--- src/rtl/decode_stage.sv ---
// decode_stage: pipelined RV32I decode between fetch and execute.
// Splits a fetched pc/instruction pair into opcode, register addresses,
// funct fields and a format-expanded immediate, flags illegal encodings and
// wfi, and presents the result one cycle after acceptance.
//
// Configuration macro: DECODE_SKID_EN
//   defined   - two-entry storage (output reg O + skid reg S), registered
//               in_ready = !S.valid, no out_ready -> in_ready path.
//   undefined - single output entry, in_ready = !O.valid || out_ready.
//
// Parameter: ZERO_UNUSED (default 1) - zero register-address fields the
//            instruction format does not use; 0 passes the raw bits.
//
// Ports:
//   clk, rst_n          clock, async active-low reset
//   flush               synchronous discard of all buffered entries
//   in_valid/in_ready   fetch-side handshake
//   in_pc, in_instr     fetched pc and raw instruction
//   out_valid/out_ready execute-side handshake
//   out_pc, out_instr   pass-through of the accepted pair
//   out_opcode, out_addr_rd/rs1/rs2, out_funct3, out_funct7, out_imm
//   out_illegal         unsupported or malformed encoding
//   out_wfi             instruction is exactly wfi
module decode_stage #(
  parameter bit ZERO_UNUSED = 1'b1
) (
  input  logic        clk,
  input  logic        rst_n,
  input  logic        flush,
  input  logic        in_valid,
  output logic        in_ready,
  input  logic [31:0] in_pc,
  input  logic [31:0] in_instr,
  output logic        out_valid,
  input  logic        out_ready,
  output logic [31:0] out_pc,
  output logic [31:0] out_instr,
  output logic [6:0]  out_opcode,
  output logic [4:0]  out_addr_rd,
  output logic [4:0]  out_addr_rs1,
  output logic [4:0]  out_addr_rs2,
  output logic [2:0]  out_funct3,
  output logic [6:0]  out_funct7,
  output logic [31:0] out_imm,
  output logic        out_illegal,
  output logic        out_wfi
);

  localparam int unsigned XLEN = 32;
  localparam int unsigned OPW  = 7;
  localparam int unsigned REGW = 5;

  localparam logic [OPW-1:0]  OP_LUI    = 7'h37;
  localparam logic [OPW-1:0]  OP_AUIPC  = 7'h17;
  localparam logic [OPW-1:0]  OP_ARITHI = 7'h13;
  localparam logic [OPW-1:0]  OP_JALR   = 7'h67;
  localparam logic [OPW-1:0]  OP_JAL    = 7'h6F;
  localparam logic [OPW-1:0]  OP_ARITHR = 7'h33;
  localparam logic [XLEN-1:0] WFI_INSTR = 32'h10500073;

  typedef struct packed {
    logic [XLEN-1:0] pc;
    logic [XLEN-1:0] instr;
    logic [OPW-1:0]  opcode;
    logic [REGW-1:0] rd;
    logic [REGW-1:0] rs1;
    logic [REGW-1:0] rs2;
    logic [2:0]      funct3;
    logic [6:0]      funct7;
    logic [XLEN-1:0] imm;
    logic            illegal;
    logic            wfi;
  } entry_t;

  entry_t dec_c;
  logic   use_rd;
  logic   use_rs1;
  logic   use_rs2;
  logic   is_wfi;
  logic   illegal;

  // Combinational decode of the offered instruction.
  always_comb begin
    dec_c   = '0;
    use_rd  = 1'b0;
    use_rs1 = 1'b0;
    use_rs2 = 1'b0;
    illegal = 1'b0;
    is_wfi  = (in_instr == WFI_INSTR);

    dec_c.pc     = in_pc;
    dec_c.instr  = in_instr;
    dec_c.opcode = in_instr[6:0];
    dec_c.funct3 = in_instr[14:12];
    dec_c.funct7 = in_instr[31:25];

    case (in_instr[6:0])
      OP_LUI, OP_AUIPC: begin
        use_rd    = 1'b1;
        dec_c.imm = {in_instr[31:12], 12'b0};
      end
      OP_ARITHI: begin
        use_rd    = 1'b1;
        use_rs1   = 1'b1;
        dec_c.imm = {{20{in_instr[31]}}, in_instr[31:20]};
      end
      OP_JALR: begin
        use_rd    = 1'b1;
        use_rs1   = 1'b1;
        dec_c.imm = {{20{in_instr[31]}}, in_instr[31:20]};
        illegal   = (in_instr[14:12] != 3'b000);
      end
      OP_JAL: begin
        use_rd    = 1'b1;
        dec_c.imm = {{11{in_instr[31]}}, in_instr[31], in_instr[19:12],
                     in_instr[20], in_instr[30:21], 1'b0};
      end
      OP_ARITHR: begin
        use_rd  = 1'b1;
        use_rs1 = 1'b1;
        use_rs2 = 1'b1;
        illegal = (in_instr[31:25] != 7'h00) && (in_instr[31:25] != 7'h20);
      end
      default: illegal = !is_wfi;
    endcase

    if (in_instr[1:0] != 2'b11) illegal = 1'b1;

    // wfi carries no register addresses regardless of ZERO_UNUSED.
    if (!is_wfi) begin
      dec_c.rd  = (use_rd  || !ZERO_UNUSED) ? in_instr[11:7]  : '0;
      dec_c.rs1 = (use_rs1 || !ZERO_UNUSED) ? in_instr[19:15] : '0;
      dec_c.rs2 = (use_rs2 || !ZERO_UNUSED) ? in_instr[24:20] : '0;
    end

    dec_c.illegal = illegal;
    dec_c.wfi     = is_wfi;
  end

  entry_t o_q;
  logic   o_valid_q;
  logic   accept;
  logic   consume;

  assign consume = o_valid_q && out_ready;

`ifdef DECODE_SKID_EN
  entry_t s_q;
  logic   s_valid_q;
  logic   in_ready_q;

  assign accept   = in_valid && in_ready_q;
  assign in_ready = in_ready_q;

  // Output + skid storage. in_ready_q tracks !s_valid_q one-for-one, so an
  // accept can never coincide with a full skid slot.
  always_ff @(posedge clk or negedge rst_n) begin
    if (!rst_n) begin
      o_q        <= '0;
      s_q        <= '0;
      o_valid_q  <= 1'b0;
      s_valid_q  <= 1'b0;
      in_ready_q <= 1'b1;
    end else if (flush) begin
      o_valid_q  <= 1'b0;
      s_valid_q  <= 1'b0;
      in_ready_q <= 1'b1;
    end else begin
      if (consume || !o_valid_q) begin
        if (s_valid_q) begin
          o_q       <= s_q;
          o_valid_q <= 1'b1;
        end else if (accept) begin
          o_q       <= dec_c;
          o_valid_q <= 1'b1;
        end else begin
          o_valid_q <= 1'b0;
        end
      end

      if (s_valid_q && consume) begin
        s_valid_q  <= 1'b0;
        in_ready_q <= 1'b1;
      end else if (!s_valid_q && accept && o_valid_q && !consume) begin
        s_q        <= dec_c;
        s_valid_q  <= 1'b1;
        in_ready_q <= 1'b0;
      end
    end
  end
`else
  assign in_ready = !o_valid_q || out_ready;
  assign accept   = in_valid && in_ready;

  // Single output entry; ready is combinational from out_ready.
  always_ff @(posedge clk or negedge rst_n) begin
    if (!rst_n) begin
      o_q       <= '0;
      o_valid_q <= 1'b0;
    end else if (flush) begin
      o_valid_q <= 1'b0;
    end else if (accept) begin
      o_q       <= dec_c;
      o_valid_q <= 1'b1;
    end else if (consume) begin
      o_valid_q <= 1'b0;
    end
  end
`endif

  assign out_valid    = o_valid_q;
  assign out_pc       = o_q.pc;
  assign out_instr    = o_q.instr;
  assign out_opcode   = o_q.opcode;
  assign out_addr_rd  = o_q.rd;
  assign out_addr_rs1 = o_q.rs1;
  assign out_addr_rs2 = o_q.rs2;
  assign out_funct3   = o_q.funct3;
  assign out_funct7   = o_q.funct7;
  assign out_imm      = o_q.imm;
  assign out_illegal  = o_q.illegal;
  assign out_wfi      = o_q.wfi;

endmodule

--- config.mk ---
export PLATFORM = sky130hd
export DESIGN_NAME = decode_stage
export DESIGN_NICKNAME = d
export VERILOG_FILES = /design/src/rtl/decode_stage.sv
export SDC_FILE = /design/constraint.sdc
export NUM_CORES = 1
export LEC_CHECK = 0
export ABC_AREA = 1
export ABC_CLOCK_PERIOD_IN_PS = 1300
export CAP_MARGIN = 20
export CORE_MARGIN = 1.5
export CORE_UTILIZATION = 43
export CTS_CLUSTER_DIAMETER = 50
export CTS_CLUSTER_SIZE = 12
export DETAILED_ROUTE_END_ITERATION = 10
export MAX_ROUTING_LAYER = met4
export PLACE_DENSITY = 0.83
export SETUP_SLACK_MARGIN = 0.02
export SKIP_LAST_GASP = 1
export SLEW_MARGIN = 0
export SYNTH_ARGS = -nofsm -noshare
export SYNTH_HDL_FRONTEND = slang
export SYNTH_SLANG_ARGS = --single-unit
--- constraint.sdc ---
create_clock -name clk -period 1.3 [get_ports clk]
set_input_delay 0.195 -clock clk [delete_from_list [all_inputs] [get_ports clk]]
set_output_delay 0.195 -clock clk [all_outputs]
set_load 0.01 [all_outputs]
==> results.yml, run 1 <==
outcome:
  outcome: "finished with violations"
  violations: "setup timing"
logic_synthesis:
  yosysTopAreaCell: "dfrtp_1"
  yosysMostFrequentCell: "nand2_1"
  synth_top_area_frac: 0.583
  syn_nets: 658
  syn-cell-area_um2: 4900
  avgSynthCellArea_um2: 8.31
  yosys_warnings: 0
  synth-seq-cells: 114
  ys_types: 20
  synthTopCellsByCount: "nand2_1 (295), dfrtp_1 (114), o21ai_0 (39)"
  ys_seq_area_frac: 0.583
  synth_edf_count: 0
  synth_cells: 589
  synthFlopType: "dfrtp_1"
  ys_async_sr_fraction: 1.00
  synth_area_leaders: "dfrtp_1 (58%), nand2_1 (23%), o21ai_0 (4.0%)"
global_routing:
  grt-ovfl-total: 0
  grt_max_degree: 69
  grt_use_total: 0.297
  grt_pass1_wl_mm: 26.1
  grt_pass1_vias: 5308
  antenna_found_initial: 0
hold_path:
  min_from: "in_instr[1]"
  min_to: "out_instr[1]$_DFFE_PN0P_"
  hold_depth: 3
  min_path_type: "in2reg"
setup_path:
  r2r_slack_ns: -0.12
  cpMaxStageDelayCell: "dfrtp_1"
  required_ns: 1.59
  max_stage_delay_ns: 0.39
  crit_path_max_fanout: 6
  cp_data_arrival_time_ns: 1.71
  cp-end-kind: "flip-flop"
  start_kind: "flip-flop"
  reg2reg_depth: 9
  r2r_start: "out_valid$_DFFE_PN0P_"
  path_cells: "inv_2, nor2_2, inv_2, buf_6, nand2_8, bufbuf_16, buf_4, nand2_1, nand2_1"
  crit_type: "reg2reg"
  r2r-end: "out_imm[19]$_DFFE_PN0P_"
placement:
  dpl_cell_area_um2: 7420
  dp.cells: 952
  gp_congestion: 0.893
  dp_hpwl_mm: 10.4
  place.port_buffers: 200
  pre_cts_ws_ns: -0.470
route:
  wl_per_cell_um: 18.8
  dr.pass1.iters: 8
  drt-total-wl_mm: 19.1
  ant_nets: 0
  viasPerCell: 5.37
  via_count: 5450
  drtIter0Drc: 479
  post-route-drc-count: 0
clock_tree:
  numCtsBuffers: 17
  worstSkewPairLatency_ns: 0.41
  clk_pin_slew_ns: 0.06
  htreeDepth: 4
  clockBufferDepth: 2
  cts_tree: "yes"
  cts-root-buf: "clkbuf_16"
  clkSinkCount: 114
die:
  fp.dieW_um: 110
  initial_core_util: 0.446
  pin_count: 201
  core_um2: 11000
  chipHeight_um: 110
  fp.dieArea_um2: 12000
  rows: 38
pwr:
  clkPwrFrac: 0.438
  switching_share: 0.270
  seqPwrFrac: 0.365
  internal_power_mw: 8.25
  p_per_area_nw_per_um2: 1290
  power_frac_comb: 0.197
  ir_drop_mv: 0.804
  switchingPower_mw: 3.05
  p_leak_nw: 4.53
  finalPower_mw: 11.3
cells_and_area:
  n_antenna_cell: 0
  syn_to_final_growth_pct: 78.5
  drive_above_1_share: 0.290
  nNetsFinal: 932
  fin_area_um2: 8740
  final_core_util: 0.796
  finalNonFillerCells: 1015
timing:
  worst_pin_slew_ns: 0.487
  post-route-period-util: 1.09
  layout_setup_ws_ns: -0.118
  finalHoldViolCount: 0
  max_freq_ghz: 0.705
  layout_min_cycle_time_ns: 1.42
  setup_violations: 97
  drv_slew: 0
  skew_ns: 0.00666
  setup_tns_ns: -6.30
  whs_ns: 0.218
  slew_headroom: 0.674
  rsz0062_at_grt: "true"
run:
  maxCapViolCount: 0
## cells by family after synthesis
family | count (synthesis) | share of synthesized area
AND/OR/NAND/NOR | 341 | 0.272
flip-flops | 114 | 0.583
buffers and inverters | 79 | 0.0825
AO/OA/AOI/OAI | 55 | 0.0631
## flip-flops by register name, summed over array words and instances, names as in the netlist
name	cells
out_imm	32
out_instr	32
out_pc	32
out_addr_rd	5
out_addr_rs1	5
out_addr_rs2	5
out_illegal	1
out_valid	1
out_wfi	1
## power groups by stage
stage	logic (mW)	registers (mW)	clock network, mW
after floorplan	0.598	4.28	0
after global placement	2.01	4.13	0
after detailed placement	2.05	4.15	0
after CTS	2.00	4.09	4.94
after global routing	2.38	4.15	5.16
final	2.23	4.12	4.95
## critical path: cells and delay by family (launching register included)
family	cells	cell delay [ns]
simple gates	4	0.25
buf+inv	5	0.66
flops	1	0.39
## final cells by class
| class | count | area, um^2 |
|---|---|---|
| well taps | 140 | 175 |
| inverters | 39 | 163 |
| flip-flops and latches | 114 | 2850 |
| clock buffers | 18 | 439 |
| fillers | 620 | 2240 |
| repair inverters | 1 | 7.51 |
| clock inverters | 13 | 186 |
| multi-input cells | 397 | 2020 |
| repair buffers | 293 | 2900 |
## routing by layer
layer  wire (um)  part of all wire  global-route usage
met5           0                 0                   -
met4         923             0.048               0.144
met3        1650             0.087              0.0735
met2        9520              0.50               0.492
met1        6990              0.37               0.336
## layout by cell type (no fill, tap or decap)
master,synthesis,final
a21oi_1,2,2
a22o_1,1,1
buf_12,0,11
buf_16,0,3
buf_2,14,1
buf_4,18,65
buf_6,3,10
buf_8,0,2
bufbuf_16,0,2
bufinv_16,0,4
clkbuf_16,0,19
clkbuf_2,0,24
clkbuf_8,0,1
clkdlybuf4s15_1,0,105
clkdlybuf4s50_1,0,60
clkinv_2,0,2
clkinv_4,0,3
clkinv_8,0,1
clkinvlp_4,0,6
dfrtp_1,114,114
dlygate4sd2_1,0,7
dlygate4sd3_1,0,1
inv_1,37,30
inv_2,2,7
nand2_1,295,246
nand2_2,5,37
nand2_4,0,15
nand2_8,0,3
nand3_1,7,6
nand3_2,2,2
nand3_4,0,1
nor2_1,27,19
nor2_2,3,5
nor2_4,1,7
nor3_1,1,1
o21ai_0,39,12
o21ai_1,5,17
o21ai_2,8,21
o21ai_4,0,2
## how the worst max path moves through the flow
stage                                     start                          end  cells past startpoint
final                     out_valid$_DFFE_PN0P_      out_imm[19]$_DFFE_PN0P_                      9
after global routing      out_valid$_DFFE_PN0P_      out_imm[26]$_DFFE_PN0P_                     10
after CTS                 out_valid$_DFFE_PN0P_                     in_ready                      4
after detailed placement            in_instr[3]      out_imm[20]$_DFFE_PN0P_                     10
after global placement              in_instr[2]      out_imm[20]$_DFFE_PN0P_                     10
after floorplan           out_valid$_DFFE_PN0P_  out_addr_rs1[0]$_DFFE_PN0P_                      9
## timing repair
item | in CTS | in global routing
endpoints found under the hold margin | 114 | 0
pin swaps | 9 | 5
gates resized for setup | 275 | 181
endpoints found under the setup margin | 197 | 181
hold buffers | 1 | 0
setup buffers | 14 | 8
gates cloned | 7 | 4
Note: power is estimated with default switching activity, not from simulation.
==> run 2: changes to the inputs <==
--- a/config.mk
+++ b/config.mk
@@ -8,13 +8,13 @@
 export ABC_AREA = 1
 export ABC_CLOCK_PERIOD_IN_PS = 1300
 export CAP_MARGIN = 20
-export CORE_MARGIN = 1.5
 export CORE_UTILIZATION = 43
 export CTS_CLUSTER_DIAMETER = 50
 export CTS_CLUSTER_SIZE = 12
 export DETAILED_ROUTE_END_ITERATION = 10
 export MAX_ROUTING_LAYER = met4
 export PLACE_DENSITY = 0.83
+export REMOVE_ABC_BUFFERS = 1
 export SETUP_SLACK_MARGIN = 0.02
 export SKIP_LAST_GASP = 1
 export SLEW_MARGIN = 0
==> results.yml, run 2 (synthesis results as in run 1) <==
pwr:
  ir_drop_mv: 0.950
  seqPwrFrac: 0.371
  clkPwrFrac: 0.424
  switchingPower_mw: 3.06
  p_leak_nw: 4.63
  power_frac_comb: 0.205
  p_per_area_nw_per_um2: 1250
  switching_share: 0.274
  internal_power_mw: 8.11
route:
  ant_nets: 0
  drt-total-wl_mm: 18.0
  drtIter0Drc: 386
  post-route-drc-count: 0
  wl_per_cell_um: 17.8
  viasPerCell: 5.17
  via_count: 5207
  dr.pass1.iters: 5
timing:
  setup_tns_ns: -2.72
  setup_violations: 63
  layout_setup_ws_ns: -0.0975
  drv_slew: 0
  rsz0062_at_grt: "true"
  slew_headroom: 0.706
  worst_pin_slew_ns: 0.440
  post-route-period-util: 1.08
  skew_ns: 0.00560
  layout_min_cycle_time_ns: 1.40
  whs_ns: 0.116
  finalHoldViolCount: 0
  max_freq_ghz: 0.716
die:
  core_um2: 11000
  rows: 38
  pin_count: 201
  initial_core_util: 0.446
  chipHeight_um: 109
  fp.dieArea_um2: 11800
  fp.dieW_um: 109
global_routing:
  grt_max_degree: 51
  grt_use_total: 0.282
  antenna_found_initial: 0
  grt-ovfl-total: 0
  grt_pass1_vias: 4943
  grt_pass1_wl_mm: 24.3
clock_tree:
  clockBufferDepth: 2
  cts_tree: "yes"
  numCtsBuffers: 17
  clkSinkCount: 114
  clk_pin_slew_ns: 0.05
  worstSkewPairLatency_ns: 0.41
  htreeDepth: 4
  cts-root-buf: "clkbuf_16"
outcome:
  violations: "setup timing"
  outcome: "finished with violations"
setup_path:
  r2r_slack_ns: -0.1
  required_ns: 1.59
  cp-startpoint: "out_valid$_DFFE_PN0P_"
  start_kind: "flip-flop"
  cp_data_arrival_time_ns: 1.68
  crit_path_max_fanout: 8
  cp-end-kind: "flip-flop"
  crit_type: "reg2reg"
  r2r_start: "out_valid$_DFFE_PN0P_"
cells_and_area:
  multi_input_area_um2: 2200
  finalNonFillerCells: 1008
  final_cell_mix: "nand2_1 (200), dfrtp_1 (112), clkdlybuf4s15_1 (107)"
  n_antenna_cell: 0
  syn_to_final_growth_pct: 83.2
  final_common_cell: "nand2_1"
  drive_above_1_share: 0.332
  fillers: 589
  area.sequential_um2: 2860
  nNetsFinal: 924
placement:
  gp_congestion: 0.839
  place.port_buffers: 200
  dp_hpwl_mm: 10.2
  dp.cells: 939
hold_path:
  min_from: "in_instr[0]"
  min_path_type: "in2reg"
run:
  maxCapViolCount: 0
run 2: cell types whose count changed in the layout (fill, tap and decap cells not counted), moves of 3 or more:
| cell | change |
|---|---|
| nand2_2 | +29 |
| nand2_4 | +18 |
| buf_4 | -18 |
| clkbuf_2 | -4 |
| o21ai_0 | -3 |
| clkbuf_16 | +6 |
| nand2_1 | -46 |
| buf_6 | +4 |
| o21ai_1 | +7 |
| dlymetal6s2s_1 | +4 |
run 2: stage by stage:
step	power, mW	worst slack (ns)	util	instance area (um^2)
final	11.2	-0.0975	0.817	8970
after global routing	11.6	-0.180	0.817	8970
after CTS	10.8	-0.126	0.748	8210
after detailed placement	6.16	-0.439	0.664	7290
after global placement	6.10	-0.395	0.664	7290
after floorplan	4.74	-1.59	-	4640
run 2: worst max-delay path, stage by stage (launching register included):
cell and delay [ns]:
dfrtp_1 0.39, inv_2 0.06, nor2_2 0.03, inv_2 0.06, buf_6 0.11, nand2_8 0.10
buf_12 0.19, clkbuf_16 0.17, nand2_1 0.09, nand2_2 0.06
run 2: what timing repair did:
| action | CTS | global route |
|---|---|---|
| gates resized for setup | 281 | 253 |
| hold buffers | 1 | 0 |
| endpoints found under the hold margin | 22 | 0 |
| setup buffers | 12 | 11 |
| endpoints found under the setup margin | 209 | 180 |
| gates cloned | 6 | 12 |
| pin swaps | 5 | 31 |
run 2: power groups by stage:
stage / Clock, mW / Combinational, mW / Sequential, mW
after floorplan: 0 / 0.415 / 4.32
after global placement: 0 / 1.96 / 4.13
after detailed placement: 0 / 2.02 / 4.15
after CTS: 4.74 / 1.96 / 4.09
after global routing: 4.96 / 2.45 / 4.18
final: 4.74 / 2.30 / 4.14
run 2: path summary, 6_finish.rpt:
check                      depth (start not counted)                        to
min in group asynchronous                          2  out_instr[6]$_DFFE_PN0P_
hold / removal                                     3  out_instr[0]$_DFFE_PN0P_
max in group asynchronous                          3   out_imm[25]$_DFFE_PN0P_
hold reg to reg                                    2  out_instr[9]$_DFFE_PN0P_
setup reg to reg                                   9    out_pc[30]$_DFFE_PN0P_
setup / recovery                                   9    out_pc[30]$_DFFE_PN0P_
run 2: layout make-up:
cell class	count	area share
Timing Repair Buffer	285	0.330
Sequential cell	114	0.318
Multi-Input combinational cell	397	0.245
Clock buffer	19	0.0494
Tap cell	140	0.0195
Inverter	39	0.0181
Clock inverter	13	0.0180
Timing Repair inverter	1	0.000837
run 2: routing by layer:
metal	vias to the layer above	global-route usage	wire, um
met3	52	0.0717	1270
met2	259	0.472	9290
met4	0	0.117	533
met5	-	-	0
met1	2564	0.324	6880
li1	2332	-	-
==> run 3: changes to the inputs <==
--- a/config.mk
+++ b/config.mk
@@ -8,16 +8,14 @@
 export ABC_AREA = 1
 export ABC_CLOCK_PERIOD_IN_PS = 1300
 export CAP_MARGIN = 20
-export CORE_UTILIZATION = 43
-export CTS_CLUSTER_DIAMETER = 50
+export CORE_UTILIZATION = 40
 export CTS_CLUSTER_SIZE = 12
 export DETAILED_ROUTE_END_ITERATION = 10
 export MAX_ROUTING_LAYER = met4
-export PLACE_DENSITY = 0.83
+export PLACE_DENSITY = 0.78
 export REMOVE_ABC_BUFFERS = 1
 export SETUP_SLACK_MARGIN = 0.02
 export SKIP_LAST_GASP = 1
-export SLEW_MARGIN = 0
 export SYNTH_ARGS = -nofsm -noshare
 export SYNTH_HDL_FRONTEND = slang
 export SYNTH_SLANG_ARGS = --single-unit
==> results.yml, run 3 (synthesis results as in run 1) <==
timing:
  layout_min_cycle_time_ns: 1.38
  post-route-period-util: 1.06
  setup_violations: 71
  drv_slew: 0
  whs_ns: 0.139
  slew_headroom: 0.775
  max_freq_ghz: 0.722
  skew_ns: 0.0115
  worst_pin_slew_ns: 0.338
  finalHoldViolCount: 0
  layout_setup_ws_ns: -0.0843
  rsz0062_at_grt: "true"
clock_tree:
  cts-root-buf: "clkbuf_16"
  clockBufferDepth: 2
  cts_tree: "yes"
  clk_pin_slew_ns: 0.05
  worstSkewPairLatency_ns: 0.41
  htreeDepth: 4
  numCtsBuffers: 17
  clkSinkCount: 114
global_routing:
  grt_use_total: 0.260
  grt_max_degree: 33
  grt_pass1_wl_mm: 24.6
  grt_pass1_vias: 4925
  antenna_found_initial: 1
  grt-ovfl-total: 0
placement:
  gp_congestion: 0.880
  dp_hpwl_mm: 10.3
  pre_cts_ws_ns: -0.471
  place.port_buffers: 200
pwr:
  p_leak_nw: 4.45
  p_per_area_nw_per_um2: 1270
  ir_drop_mv: 0.717
  finalPower_mw: 10.9
die:
  fp.dieArea_um2: 12700
  initial_core_util: 0.409
  pin_count: 201
  fp.dieW_um: 113
  rows: 40
  chipHeight_um: 113
  core_um2: 12000
setup_path:
  path_cells: "inv_1, nor2_2, inv_2, buf_6, nand2_8, inv_16, buf_12, buf_8, nand2_2, nand2_1"
  crit_path_max_fanout: 7
  crit_type: "reg2reg"
  cpMaxStageDelayCell: "dfrtp_1"
  cp_top_family: "buffers and inverters"
  start_kind: "flip-flop"
  cp_data_arrival_time_ns: 1.67
  required_ns: 1.59
  cp_num_buf_inv: 6
  max_stage_delay_ns: 0.33
  cp-end-kind: "flip-flop"
route:
  top_layer_used: "met4"
  drtIter0Drc: 272
  wl_per_cell_um: 16.7
  ant_nets: 0
  drt-total-wl_mm: 16.8
  post-route-drc-count: 0
  dr_wl_met3_mm: 1.12
  dr.pass1.iters: 4
  viasPerCell: 4.91
  via_count: 4922
  met1_length_mm: 6.50
  wl_met2_mm: 8.74
cells_and_area:
  syn_to_final_growth_pct: 75.8
  nNetsFinal: 910
  drive_above_1_share: 0.263
  final_cell_mix: "nand2_1 (232), dfrtp_1 (114), clkdlybuf4s15_1 (109)"
  final_common_cell: "nand2_1"
outcome:
  violations: "setup timing"
  outcome: "finished with violations"
run:
  maxCapViolCount: 0
hold_path:
  min_path_type: "in2reg"
==> run 3: what timing repair did <==
action	in CTS	in global routing
buffers inserted	7	6
hold buffers	1	0
setup endpoints to repair	180	156
gates cloned	6	7
gates resized for setup	278	159
endpoints found under the hold margin	40	0
pin swaps	6	23
==> run 3: final timing paths <==
check	startpoint	to	slack, ns	cells past startpoint
worst max-delay path	out_valid$_DFFE_PN0P_	out_imm[14]$_DFFE_PN0P_	-0.08	10
worst min-delay path	in_instr[5]	out_instr[5]$_DFFE_PN0P_	0.14	3
worst max register to register	out_valid$_DFFE_PN0P_	out_imm[14]$_DFFE_PN0P_	-0.08	10
worst min register to register	out_pc[19]$_DFFE_PN0P_	out_pc[19]$_DFFE_PN0P_	0.47	2
max in group asynchronous	rst_n	out_pc[0]$_DFFE_PN0P_	0.56	3
min in group asynchronous	rst_n	out_instr[17]$_DFFE_PN0P_	0.24	2
==> run 3: cell type report <==
| type | instances | area (um^2) |
|---|---|---|
| diodes | 1 | 2.50 |
| clock buffers | 19 | 453 |
| clock inverters | 13 | 151 |
| fillers | 891 | 3360 |
| inverters | 39 | 166 |
| multi-input cells | 396 | 1940 |
| flip-flops and latches | 114 | 2850 |
| well taps | 147 | 184 |
| repair buffers | 272 | 2850 |
| repair inverters | 1 | 7.51 |
==> run 3: through the flow <==
stage	instances	util	setup TNS (ns)	cell area, um^2
floorplan	549	-	-153.06	4640
global placement	944	0.613	-29.52	7340
detailed placement	944	0.613	-33.26	7340
CTS	990	0.688	-4.39	8230
global route	1002	0.719	-9.92	8610
finish	1002	0.719	-2.81	8610
==> run 3: worst reg2reg max path: stages (launching register included) <==
cell     delay (ns)
dfrtp_1        0.33
inv_1          0.05
nor2_2         0.11
inv_2          0.05
buf_6          0.12
nand2_8        0.13
inv_16         0.07
buf_12         0.15
buf_8          0.13
nand2_2        0.06
nand2_1        0.06
==> run 3: layer usage <==
metal,up-vias,track usage
li1,2302,-
met1,2392,0.298
met2,195,0.432
met3,33,0.0643
met4,0,0.111
met5,-,-
==> run 3: where the power goes <==
part	internal, mW	total [mW]	switching (mW)
clock	2.95	4.70	1.75
sequential	3.88	4.10	0.218
combinational	1.09	2.11	1.02
total	7.92	10.9	2.99
